`src/rtl/pipe_stage_reg.sv`:
```
// Elastic pipeline register: STAGES valid/ready slices with bubble collapse, sync flush and optional skid slot.
// Latency: STAGES cycles from input accept to out_valid when unstalled; 1 entry/cycle throughput.
// Backpressure: SKID=1 gives registered in_ready (skid absorbs one entry), SKID=0 gives in_ready combinational from out_ready.
// Optional: define PIPE_STAGE_STALL_CNT_EN to add the saturating 32-bit stall_cnt output.
module pipe_stage_reg #(
  parameter int CTRL_W = 3,
  parameter int DATA_W = 64,
  parameter int STAGES = 1,
  parameter int SKID   = 1
) (
  input  logic                                  clk,
  input  logic                                  rst,
  input  logic                                  flush,
  input  logic                                  in_valid,
  output logic                                  in_ready,
  input  logic [CTRL_W-1:0]                     in_ctrl,
  input  logic [DATA_W-1:0]                     in_data,
  output logic                                  out_valid,
  input  logic                                  out_ready,
  output logic [CTRL_W-1:0]                     out_ctrl,
  output logic [DATA_W-1:0]                     out_data,
`ifdef PIPE_STAGE_STALL_CNT_EN
  output logic [31:0]                           stall_cnt,
`endif
  output logic [$clog2(STAGES+SKID+1)-1:0]      occupancy
);

  localparam int OCC_W = $clog2(STAGES + SKID + 1);

  // Slice state; slice STAGES-1 faces the downstream stage.
  logic [STAGES-1:0] vld_q;
  logic [CTRL_W-1:0] ctl_q [STAGES];
  logic [DATA_W-1:0] dat_q [STAGES];

  // adv[k]: slice k may load this cycle; adv[STAGES] is the downstream consume.
  logic [STAGES:0]   adv;

  // What each slice would load: slice 0 from the input side, others from the slice before.
  logic [STAGES-1:0] feed_vld;
  logic [CTRL_W-1:0] feed_ctl [STAGES];
  logic [DATA_W-1:0] feed_dat [STAGES];

  // Input-side source for slice 0 (skid slot first when present).
  logic              src_vld;
  logic [CTRL_W-1:0] src_ctl;
  logic [DATA_W-1:0] src_dat;
  logic              in_fire;
  logic              skid_cnt;
  logic [OCC_W-1:0]  occ;

  assign in_fire = in_valid && in_ready;

  // Advance chain: an empty slice always loads, a full one only if the next one moves.
  always_comb begin
    adv[STAGES] = out_ready;
    for (int k = STAGES - 1; k >= 0; k--) begin
      adv[k] = !vld_q[k] || adv[k+1];
    end
  end

  if (SKID != 0) begin : g_skid
    logic              skid_vld_q;
    logic [CTRL_W-1:0] skid_ctl_q;
    logic [DATA_W-1:0] skid_dat_q;

    // Registered ready: only an empty skid slot can take an entry; flush and reset refuse input.
    assign in_ready = !skid_vld_q && !flush && !rst;
    assign src_vld  = skid_vld_q || in_fire;
    assign src_ctl  = skid_vld_q ? skid_ctl_q : in_ctrl;
    assign src_dat  = skid_vld_q ? skid_dat_q : in_data;
    assign skid_cnt = skid_vld_q;

    // Skid slot: catches an accepted entry that slice 0 cannot take, drains into slice 0 first.
    always_ff @(posedge clk or posedge rst) begin
      if (rst) begin
        skid_vld_q <= 1'b0;
        skid_ctl_q <= '0;
        skid_dat_q <= '0;
      end else if (flush) begin
        skid_vld_q <= 1'b0;
        skid_ctl_q <= '0;
      end else if (skid_vld_q) begin
        if (adv[0]) begin
          skid_vld_q <= 1'b0;
          skid_ctl_q <= '0;
        end
      end else if (in_fire && !adv[0]) begin
        skid_vld_q <= 1'b1;
        skid_ctl_q <= in_ctrl;
        skid_dat_q <= in_data;
      end
    end
  end else begin : g_noskid
    // Without a skid slot the input is only taken when slice 0 moves this cycle.
    assign in_ready = adv[0] && !flush && !rst;
    assign src_vld  = in_fire;
    assign src_ctl  = in_ctrl;
    assign src_dat  = in_data;
    assign skid_cnt = 1'b0;
  end

  // Feed selection: slice 0 takes the input side, slice k takes slice k-1.
  always_comb begin
    feed_vld[0] = src_vld;
    feed_ctl[0] = src_ctl;
    feed_dat[0] = src_dat;
    for (int k = 1; k < STAGES; k++) begin
      feed_vld[k] = vld_q[k-1];
      feed_ctl[k] = ctl_q[k-1];
      feed_dat[k] = dat_q[k-1];
    end
  end

  // Slice registers: load on advance, ctrl zeroed for bubbles, data only replaced by a real entry.
  always_ff @(posedge clk or posedge rst) begin
    if (rst) begin
      for (int k = 0; k < STAGES; k++) begin
        vld_q[k] <= 1'b0;
        ctl_q[k] <= '0;
        dat_q[k] <= '0;
      end
    end else if (flush) begin
      for (int k = 0; k < STAGES; k++) begin
        vld_q[k] <= 1'b0;
        ctl_q[k] <= '0;
      end
    end else begin
      for (int k = 0; k < STAGES; k++) begin
        if (adv[k]) begin
          vld_q[k] <= feed_vld[k];
          ctl_q[k] <= feed_vld[k] ? feed_ctl[k] : '0;
          if (feed_vld[k]) begin
            dat_q[k] <= feed_dat[k];
          end
        end
      end
    end
  end

  // Occupancy is the population count of held entries, skid slot included.
  always_comb begin
    occ = OCC_W'(skid_cnt);
    for (int k = 0; k < STAGES; k++) begin
      occ = occ + OCC_W'(vld_q[k]);
    end
  end

  assign occupancy = occ;
  assign out_valid = vld_q[STAGES-1];
  assign out_ctrl  = ctl_q[STAGES-1];
  assign out_data  = dat_q[STAGES-1];

`ifdef PIPE_STAGE_STALL_CNT_EN
  logic [31:0] stall_cnt_q;

  // Count cycles where a held output is refused downstream; saturates, survives flush.
  always_ff @(posedge clk or posedge rst) begin
    if (rst) begin
      stall_cnt_q <= '0;
    end else if (out_valid && !out_ready && (stall_cnt_q != 32'hFFFF_FFFF)) begin
      stall_cnt_q <= stall_cnt_q + 32'd1;
    end
  end

  assign stall_cnt = stall_cnt_q;
`endif

endmodule

```
`config.mk`:
```
export PLATFORM = sky130hd
export DESIGN_NAME = pipe_stage_reg
export DESIGN_NICKNAME = d
export VERILOG_FILES = /design/src/rtl/pipe_stage_reg.sv
export SDC_FILE = /design/constraint.sdc
export NUM_CORES = 1
export LEC_CHECK = 0
export ABC_AREA = 1
export BUFFER_PORTS_ARGS = -buffer_cell sky130_fd_sc_hd__buf_4
export CORE_MARGIN = 1
export CORE_UTILIZATION = 54
export CTS_CLUSTER_DIAMETER = 150
export DETAILED_ROUTE_END_ITERATION = 6
export PLACE_DENSITY = 0.8
export SYNTH_ARGS = -nofsm -noshare
export SYNTH_HDL_FRONTEND = slang
export SYNTH_SLANG_ARGS = --single-unit
```
`constraint.sdc`:
```
create_clock -name clk -period 5.2 [get_ports clk]
set_input_delay 0.52 -clock clk [delete_from_list [all_inputs] [get_ports clk]]
set_output_delay 0.52 -clock clk [all_outputs]
set_load 0.005 [all_outputs]
```
==> flow_metrics.py, run 1 <==
metrics = {
    "timing": {
        "setup-tns-final_ns": 0,
        "whs_ns": 0.0370,
        "setup_viol": 0,
        "slew_violations": 0,
        "rsz0062_at_grt": "false",
        "relSlewSlack_pct": 18.8,
        "worstMarginPinSlew_ns": 1.22,
        "hold_viol_final": 0,
        "finClkSkew_ns": 0.00918,
        "min_period_ns": 2.97,
        "period_share_pct": 57.1,
        "fmaxAchievable_ghz": 0.337,
    },
    "clock_network": {
        "h-tree-depth": 4,
        "cts_tree": "built",
        "clockRootBuffer": "clkbuf_8",
        "cts.sinks": 136,
        "cts.clk_slew.worst_paths_ns": 0.06,
        "cts_buffers": 17,
        "cts_resized": 0,
        "post-cts-setup-buffers": 0,
        "postCtsHoldBufs": 0,
        "cts_buffer_depth": 2,
        "clock_latency_ns": 0.51,
    },
    "logic_synthesis": {
        "synth.most_common_cell": "nand2_1",
        "synth_area_um2": 5950,
        "synth_fa_ha_area_share_pct": 0.210,
        "synth_seq_cells": 136,
        "syn-num-nets": 720,
        "avgSynthCellArea_um2": 9.20,
        "synth-simple-area-share_pct": 16.5,
        "synth.area.mux_share_pct": 4.20,
        "syn_inst": 647,
        "synth_largest_area_cell": "dfrtp_1",
        "synth_edf_count": 0,
        "dominantRegCellSynth": "dfrtp_1",
        "synth_top_family_by_area": "simple AND/OR/NAND/NOR gates",
        "ys_warn_count": 0,
        "synthTopCellsByArea": "dfrtp_1 57%, nand2_1 15%, o21ai_0 6.6%",
        "async_flop_share_pct": 100,
        "synth_top_area_share_pct": 57.2,
        "synth_cell_types": 22,
        "synth_compound_area_share_pct": 13.7,
        "synth_seq_area_share_pct": 57.2,
        "ys_top_cells_by_count": "230 x nand2_1, 136 x dfrtp_1, 78 x o21ai_0",
        "yosys.area_share.xor_xnor_pct": 0,
    },
    "pwr": {
        "irDropWorstVdd_mv": 0.184,
        "p_per_area_nw_per_um2": 392,
        "p_leak_nw": 3.72,
    },
    "final_layout": {
        "drive_above_1_share_pct": 25.9,
        "finalNonFillerCells": 919,
        "multi_input_area_um2": 2070,
        "register_area_um2": 3410,
        "final.fill_count": 767,
        "final_nets": 844,
        "area_delta_synth_final_pct": 25.6,
        "antenna_cells": 0,
    },
    "global_routing": {
        "grt-ovfl-total": 0,
        "antenna_found_initial": 0,
        "grt_usage_pct": 23.5,
        "grt_pass1_wl_um": 21100,
        "grt_max_degree": 116,
        "grt_pass1_vias": 4517,
    },
    "outcome": {
        "status": "completed",
    },
    "worst_setup_path": {
        "cp_common_cell": "buf_4",
        "cpMaxStageDelayCell": "buf_4",
        "worstPathMaxFanout": 115,
        "cp-start-kind": "register",
        "cpPeakStageDelay_ns": 0.88,
        "cp.required_ns": 4.68,
        "arrival_ns": 2.45,
        "path_class": "register to output pin",
        "crit_chain": "buf_4 > ha_1 > buf_4",
        "endpoint_kind": "output pin",
    },
    "routing": {
        "drt_iter0_drc": 255,
        "drc": 0,
        "drt-total-wl_um": 12700,
        "post_drt_wl_per_cell_um": 13.8,
        "firstDrtPassIters": 5,
        "vias": 4718,
        "ant_nets": 0,
        "viasPerCell": 5.13,
    },
    "run": {
        "max_cap_viol_count": 0,
    },
    "die": {
        "die_y_um": 107,
        "num_rows": 37,
        "die_w_um": 107,
        "die_area_um2": 11400,
        "initial_core_util_pct": 56.6,
        "ioPinCount": 143,
        "core_area_um2": 10500,
    },
    "placed_design": {
        "place_congestion": 0.788,
        "dp_hpwl_um": 8270,
        "dp.cells": 888,
        "port-buffer-count": 142,
    },
    "min_path": {
        "hp-class": "primary input to async pin",
    },
}
==> layout make-up <==
type                       instances  share of cell area (%)
clock buffer                      18                    5.72
clock inverter                    13                    1.69
inverter                          47                    2.43
multi-input combinational        423                    27.7
sequential                       136                    45.6
tap                              136                    2.28
timing repair buffer             146                    14.7
==> report_power, final <==
part           leakage [nW]  switching, W  internal (W)
Clock                 0.259      0.000452      0.000647
Sequential             1.65     0.0000973       0.00125
Combinational          1.81      0.000225      0.000260
Total                  3.72      0.000774       0.00216
==> path summary, 6_finish.rpt <==
path,to,slack [ns],cells after the start,from
worst max-delay path,occupancy[0],2.23,3,g_skid.skid_vld_q
worst min-delay path,g_skid.skid_dat_q[42],0.04,2,rst
worst max register to register,g_skid.skid_dat_q[38],2.50,7,out_valid
worst min register to register,g_skid.skid_ctl_q[1],0.48,2,g_skid.skid_ctl_q[1]
max in group asynchronous,g_skid.skid_dat_q[40],3.69,3,rst
min in group clk,g_skid.skid_dat_q[19],0.22,3,in_data[19]
==> cells in the final DEF, fill, tap and decap left out, types with 2 or more instances in the layout <==
master	count
inv_6	2
clkinv_4	6
o21ai_0	78
a21oi_1	3
o21ai_1	49
inv_1	45
nand3_1	4
nand2_1	230
nor2_1	5
clkbuf_16	16
nor3_1	4
o21ai_2	19
mux2i_1	25
clkbuf_8	2
clkinvlp_4	4
dfrtp_1	135
buf_4	146
==> metrics by stage <==
stage / area [µm²] / power (W) / util, % / setup WS (ns)
floorplan: 5950 / 0.00158 / - / 0.762
global placement: 6920 / 0.00183 / 65.9 / 2.16
detailed placement: 6920 / 0.00185 / 65.9 / 2.05
CTS: 7480 / 0.00296 / 71.2 / 2.22
global route: 7480 / 0.00308 / 71.2 / 2.10
finish: 7480 / 0.00293 / 71.2 / 2.23
==> sequential cells by signal, indices dropped and copies added, names as in the netlist <==
signal	flops
out_data	64
g_skid.skid_ctl_q	3
out_valid	1
g_skid.skid_dat_q	64
g_skid.skid_vld_q	1
out_ctrl	3
==> logic make-up after synthesis <==
| logic type | Yosys count |
|---|---|
| muxes | 25 |
| adders and majority gates | 1 |
| AOI/OAI and AO/OA | 149 |
| buffers and inverters | 88 |
| DFF | 136 |
| and+or+nand+nor | 248 |
==> routing by layer <==
metal  up-vias  global-route usage (%)  share of wire [%]
met1      2244                    31.9                 46
met2       137                    36.5                 47
met4         0                    7.83               0.69
met3         9                    6.50                5.9
met5         -                       0                  0
li1       2328                       -                  -
==> worst max-delay path: cells and delay by family (launching register included) <==
kind                     cells  cell delay, ns
adder cells (fa/ha/maj)      1            0.40
buffers and inverters        2            1.02
flip-flops                   1            0.45
Power figures use the tool's default switching activity.
==> run 2, diff against run 1 <==
--- a/config.mk
+++ b/config.mk
@@ -5,13 +5,13 @@
 export SDC_FILE = /design/constraint.sdc
 export NUM_CORES = 1
 export LEC_CHECK = 0
-export ABC_AREA = 1
+export ABC_AREA = 0
 export BUFFER_PORTS_ARGS = -buffer_cell sky130_fd_sc_hd__buf_4
 export CORE_MARGIN = 1
-export CORE_UTILIZATION = 54
+export CORE_UTILIZATION = 49
 export CTS_CLUSTER_DIAMETER = 150
 export DETAILED_ROUTE_END_ITERATION = 6
-export PLACE_DENSITY = 0.8
+export PLACE_DENSITY = 0.77
 export SYNTH_ARGS = -nofsm -noshare
 export SYNTH_HDL_FRONTEND = slang
 export SYNTH_SLANG_ARGS = --single-unit
==> constraint.sdc (replaced) <==
create_clock -name clk -period 2.6 [get_ports clk]
set_input_delay 0.26 -clock clk [delete_from_list [all_inputs] [get_ports clk]]
set_output_delay 0.26 -clock clk [all_outputs]
set_load 0.005 [all_outputs]
==> flow_metrics.py, run 2 <==
metrics = {
    "routing": {
        "vias": 3634,
        "drt_iter0_drc": 207,
        "ant_nets": 0,
        "drt-total-wl_um": 12100,
        "firstDrtPassIters": 4,
        "drc": 0,
        "viasPerCell": 5.13,
        "post_drt_wl_per_cell_um": 17.1,
    },
    "clock_network": {
        "post-cts-setup-buffers": 0,
        "cts.sinks": 136,
        "cts_buffer_depth": 2,
        "cts_tree": "built",
        "clock_latency_ns": 0.41,
        "cts_resized": 0,
        "clockRootBuffer": "clkbuf_16",
        "cts.clk_slew.worst_paths_ns": 0.06,
        "postCtsHoldBufs": 0,
        "cts_buffers": 17,
        "h-tree-depth": 4,
    },
    "worst_setup_path": {
        "worstPathMaxFanout": 54,
        "crit_family": "buffers and inverters",
        "cpPeakStageDelay_ns": 0.66,
        "arrival_ns": 2.04,
        "endpoint_kind": "output pin",
        "crit_chain": "buf_4 > nor3_1 > buf_4",
        "cpMaxStageDelayCell": "buf_4",
        "crit_buf_inv": 2,
        "cp-start-kind": "register",
        "cp.required_ns": 2.34,
        "cp_common_cell": "buf_4",
        "path_class": "register to output pin",
    },
    "global_routing": {
        "grt_pass1_vias": 3866,
        "met3_usage_pct": 6.25,
        "grtUsageMet1_pct": 24.6,
        "grt.met2_usage_pct": 32.0,
        "grt_pass1_wl_um": 19600,
        "grt-busiest-layer": "met2",
        "grt_usage_pct": 19.9,
        "grt_max_degree": 71,
        "grt-ovfl-total": 0,
        "antenna_found_initial": 0,
    },
    "timing": {
        "finClkSkew_ns": 0.00613,
        "rsz0062_at_grt": "false",
        "fmaxAchievable_ghz": 0.436,
        "min_period_ns": 2.30,
        "period_share_pct": 88.3,
        "hold_viol_final": 0,
        "worstMarginPinSlew_ns": 0.893,
        "layout_setup_ws_ns": 0.305,
        "setup_viol": 0,
        "whs_ns": 0.0768,
        "slew_violations": 0,
        "relSlewSlack_pct": 40.5,
    },
    "logic_synthesis": {
        "synth.most_common_cell": "dfrtp_1",
        "synth_seq_cells": 136,
        "synth_top_area_share_pct": 55.2,
        "synth_seq_area_share_pct": 55.2,
        "synth_cell_types": 27,
        "ys_warn_count": 0,
        "synthTopCellsByArea": "dfrtp_1 55%, mux2_2 22%, mux2_4 12%",
        "ys_top_cells_by_count": "136 x dfrtp_1, 118 x mux2_2, 49 x mux2_4",
        "syn-num-nets": 457,
        "synth_largest_area_cell": "dfrtp_1",
        "async_flop_share_pct": 100,
        "synth_edf_count": 0,
        "avgSynthCellArea_um2": 16.1,
        "syn_inst": 384,
        "synth_area_um2": 6170,
        "dominantRegCellSynth": "dfrtp_1",
    },
    "die": {
        "die_w_um": 114,
        "die_area_um2": 13000,
        "ioPinCount": 143,
        "core_area_um2": 12200,
        "die_y_um": 114,
        "initial_core_util_pct": 50.7,
        "num_rows": 40,
    },
    "final_layout": {
        "finalNonFillerCells": 709,
        "layout_commonest_cell": "buf_4",
        "antenna_cells": 0,
        "area_delta_synth_final_pct": 28.8,
        "drive_above_1_share_pct": 65.2,
        "final_nets": 601,
        "post-route-util_pct": 65.3,
        "layout_common_cells": "146 x buf_4, 135 x dfrtp_1, 118 x mux2_2",
    },
    "placed_design": {
        "port-buffer-count": 142,
        "place_congestion": 0.699,
        "dp.cells": 677,
        "dp_slack_ns": 0.456,
        "dp_hpwl_um": 7850,
    },
    "run": {
        "max_cap_viol_count": 0,
    },
    "min_path": {
        "hp-class": "primary input to register",
    },
    "pwr": {
        "irDropWorstVdd_mv": 0.478,
        "p_total_w": 0.00606,
        "p_leak_nw": 3.84,
        "p_per_area_nw_per_um2": 763,
    },
    "outcome": {
        "status": "completed",
    },
}
[run 2: cell types whose count changed after synthesis, moves of 27 or more]
cell,change
inv_1,-44
mux2_4,+49
o21ai_0,-77
o21ai_1,-49
nand2_1,-227
mux2_2,+118
mux2_1,+27
[run 2: where the power goes]
group | switching, W | internal (W) | leakage, nW
sequential | 0.000211 | 0.00250 | 1.71
combinational | 0.000321 | 0.000711 | 1.85
clock | 0.000856 | 0.00146 | 0.285
total | 0.00139 | 0.00467 | 3.84
[run 2: through the flow]
stage               setup TNS [ns]  area [µm²]
detailed placement               0        7360
finish                           0        7940
CTS                              0        7940
global placement                 0        7360
floorplan                   -0.490        6170
global route                     0        7940
[run 2: per-layer routing]
layer	wire length, µm	vias to the layer above
met1	5270	1853
met4	191	0
met2	5900	99
li1	-	1667
met3	751	15
met5	0	-
[run 2: kinds of logic after synthesis]
family / after synthesis / synth area share [%]
flip-flops: 136 / 55.2
AND/OR/NAND/NOR: 15 / 1.72
buffers and inverters: 26 / 3.00
adder cells (fa/ha/maj): 1 / 0.203
multiplexers: 195 / 38.6
AO/OA/AOI/OAI: 11 / 1.32
[run 2: worst paths after layout]
check	from	end	slack [ns]	cells past startpoint
worst max register to register	g_skid.skid_vld_q	out_data[28]	0.45	3
min in group asynchronous	rst	g_skid.skid_dat_q[6]	0.17	3
max in group asynchronous	rst	g_skid.skid_vld_q	1.75	3
worst min-delay path	in_data[14]	g_skid.skid_dat_q[14]	0.08	2
worst max-delay path	g_skid.skid_vld_q	in_ready	0.30	3
worst min register to register	out_data[38]	out_data[38]	0.48	1
[run 2: final cells by class]
class	instances	area (µm²)
repair buffers	148	1140
flip-flops and latches	136	3410
clock buffers	25	515
well taps	168	210
clock inverters	7	65.1
multi-input cells	222	2590
fillers	919	4220
inverters	3	15.0
[run 2: worst reg2reg max path, stage by stage (launching register included)]
cell and delay (ns):
dfrtp_4 0.60, buf_4 0.67, mux2_2 0.45, mux2_1 0.31
==> run 3, diff against run 2 <==
--- a/config.mk
+++ b/config.mk
@@ -5,13 +5,14 @@
 export SDC_FILE = /design/constraint.sdc
 export NUM_CORES = 1
 export LEC_CHECK = 0
-export ABC_AREA = 0
+export ABC_AREA = 1
 export BUFFER_PORTS_ARGS = -buffer_cell sky130_fd_sc_hd__buf_4
 export CORE_MARGIN = 1
-export CORE_UTILIZATION = 49
+export CORE_UTILIZATION = 48
 export CTS_CLUSTER_DIAMETER = 150
 export DETAILED_ROUTE_END_ITERATION = 6
-export PLACE_DENSITY = 0.77
+export PLACE_DENSITY = 0.76
+export SLEW_MARGIN = 5
 export SYNTH_ARGS = -nofsm -noshare
 export SYNTH_HDL_FRONTEND = slang
 export SYNTH_SLANG_ARGS = --single-unit
==> constraint.sdc (replaced) <==
create_clock -name clk -period 1.85 [get_ports clk]
set_input_delay 0.185 -clock clk [delete_from_list [all_inputs] [get_ports clk]]
set_output_delay 0.185 -clock clk [all_outputs]
set_load 0.005 [all_outputs]
==> flow_metrics.py, run 3 (same netlist as run 1, synthesis figures left out) <==
metrics = {
    "timing": {
        "slew_violations": 0,
        "fmaxAchievable_ghz": 0.561,
        "finClkSkew_ns": 0.00536,
        "hold_viol_final": 0,
        "rsz0062_at_grt": "false",
        "setup_viol": 0,
        "layout_setup_ws_ns": 0.0661,
        "min_period_ns": 1.78,
        "worstMarginPinSlew_ns": 0.857,
        "period_share_pct": 96.4,
        "relSlewSlack_pct": 42.8,
    },
    "clock_network": {
        "cts.clk_slew.worst_paths_ns": 0.05,
        "cts_buffers": 17,
        "clock_latency_ns": 0.42,
        "cts.sinks": 136,
        "clockRootBuffer": "clkbuf_16",
        "cts_tree": "built",
        "h-tree-depth": 4,
        "cts_buffer_depth": 2,
        "post-cts-setup-buffers": 0,
    },
    "final_layout": {
        "layout_commonest_cell": "nand2_1",
        "post-route-util_pct": 68.1,
        "layout_common_cells": "230 x nand2_1, 151 x buf_4, 135 x dfrtp_1",
        "antenna_cells": 0,
        "drive_above_1_share_pct": 24.4,
        "final_nets": 907,
        "finalInstanceArea_um2": 8220,
        "area_delta_synth_final_pct": 38.0,
    },
    "pwr": {
        "p_leak_nw": 4.03,
        "irDropWorstVdd_mv": 0.522,
        "p_sw_share_pct": 24.2,
        "p_comb_share_pct": 16.8,
        "p_per_area_nw_per_um2": 1080,
        "p_switching_w": 0.00214,
        "p_clk_share_pct": 40.3,
        "sequentialPowerShare_pct": 42.9,
        "p_int_w": 0.00670,
    },
    "routing": {
        "drt_iter0_drc": 305,
        "viasPerCell": 4.87,
        "drt-total-wl_um": 13500,
        "vias": 4943,
        "firstDrtPassIters": 5,
        "ant_nets": 0,
        "drc": 0,
        "post_drt_wl_per_cell_um": 13.3,
    },
    "global_routing": {
        "grt_max_degree": 69,
        "grt_pass1_vias": 4858,
        "grt_pass1_wl_um": 22700,
        "grt-ovfl-total": 0,
        "grt_usage_pct": 22.8,
        "antenna_found_initial": 0,
    },
    "min_path": {
        "hp-class": "primary input to register",
    },
    "die": {
        "ioPinCount": 143,
        "core_area_um2": 12100,
        "die_area_um2": 12800,
        "num_rows": 40,
        "die_w_um": 113,
        "die_y_um": 113,
        "initial_core_util_pct": 49.3,
    },
    "worst_setup_path": {
        "cp-start-kind": "register",
        "path_class": "register to output pin",
        "worstPathMaxFanout": 39,
        "arrival_ns": 1.60,
        "endpoint_kind": "output pin",
        "cp.required_ns": 1.66,
    },
    "placed_design": {
        "dp_hpwl_um": 8650,
        "placed_area_um2": 7030,
        "place_congestion": 0.755,
        "port-buffer-count": 142,
        "dp_slack_ns": 0.230,
    },
    "outcome": {
        "status": "completed",
    },
    "run": {
        "max_cap_viol_count": 0,
    },
}
-- run 3: path summary, 6_finish.rpt --
path / slack (ns) / endpoint / start / depth (start not counted)
max: 0.07 / occupancy[0] / g_skid.skid_vld_q / 3
min: 0.008 / g_skid.skid_dat_q[34] / in_data[34] / 3
max reg2reg: 0.21 / g_skid.skid_ctl_q[0] / g_skid.skid_vld_q / 5
min reg2reg: 0.48 / g_skid.skid_dat_q[6] / g_skid.skid_dat_q[6] / 2
max in group asynchronous: 1.08 / g_skid.skid_vld_q / rst / 3
min in group asynchronous: 0.12 / out_data[26] / rst / 3
-- run 3: final cells by class --
| cell class | count | area (µm²) |
|---|---|---|
| clock buffer | 24 | 482 |
| sequential | 136 | 3410 |
| multi-input combinational | 423 | 2070 |
| inverter | 47 | 181 |
| clock inverter | 8 | 143 |
| fill | 928 | 3840 |
| tap | 168 | 210 |
| timing repair buffer | 209 | 1730 |
-- run 3: power groups by stage --
stage	logic, W	registers, W	clock network [W]
2_1_floorplan	0.000654	0.00381	0
3_3_place_gp	0.00134	0.00381	0
3_5_place_dp	0.00139	0.00383	0
4_1_cts	0.00149	0.00379	0.00363
5_1_grt	0.00167	0.00386	0.00377
6_report	0.00148	0.00379	0.00356
-- run 3: worst max-delay path, cell delays in order (launching register included) --
cell	delay, ns
dfrtp_4	0.52
buf_6	0.21
ha_1	0.31
buf_4	0.14
-- run 3: metrics by stage --
stage / hold WS (ns) / instances / total power [W] / setup TNS [ns]
after floorplan: 0.295 / 647 / 0.00446 / -194.54
after global placement: 0.387 / 927 / 0.00516 / 0
after detailed placement: 0.395 / 927 / 0.00523 / 0
after CTS: 0.000578 / 1015 / 0.00892 / 0
after global routing: 0.00312 / 1015 / 0.00930 / 0
final: 0.00822 / 1015 / 0.00884 / 0
-- run 3: repair_timing --
action,in CTS,in global routing
setup endpoints to repair,1,0
resized for setup,1,0
hold buffers,56,0
endpoints found under the hold margin,56,0
-- run 3: metal layers --
layer	track usage [%]	wire (µm)	up-vias
li1	-	-	2452
met3	7.23	811	22
met5	0	0	-
met1	28.7	5930	2326
met4	8.42	238	0
met2	36.9	6560	143
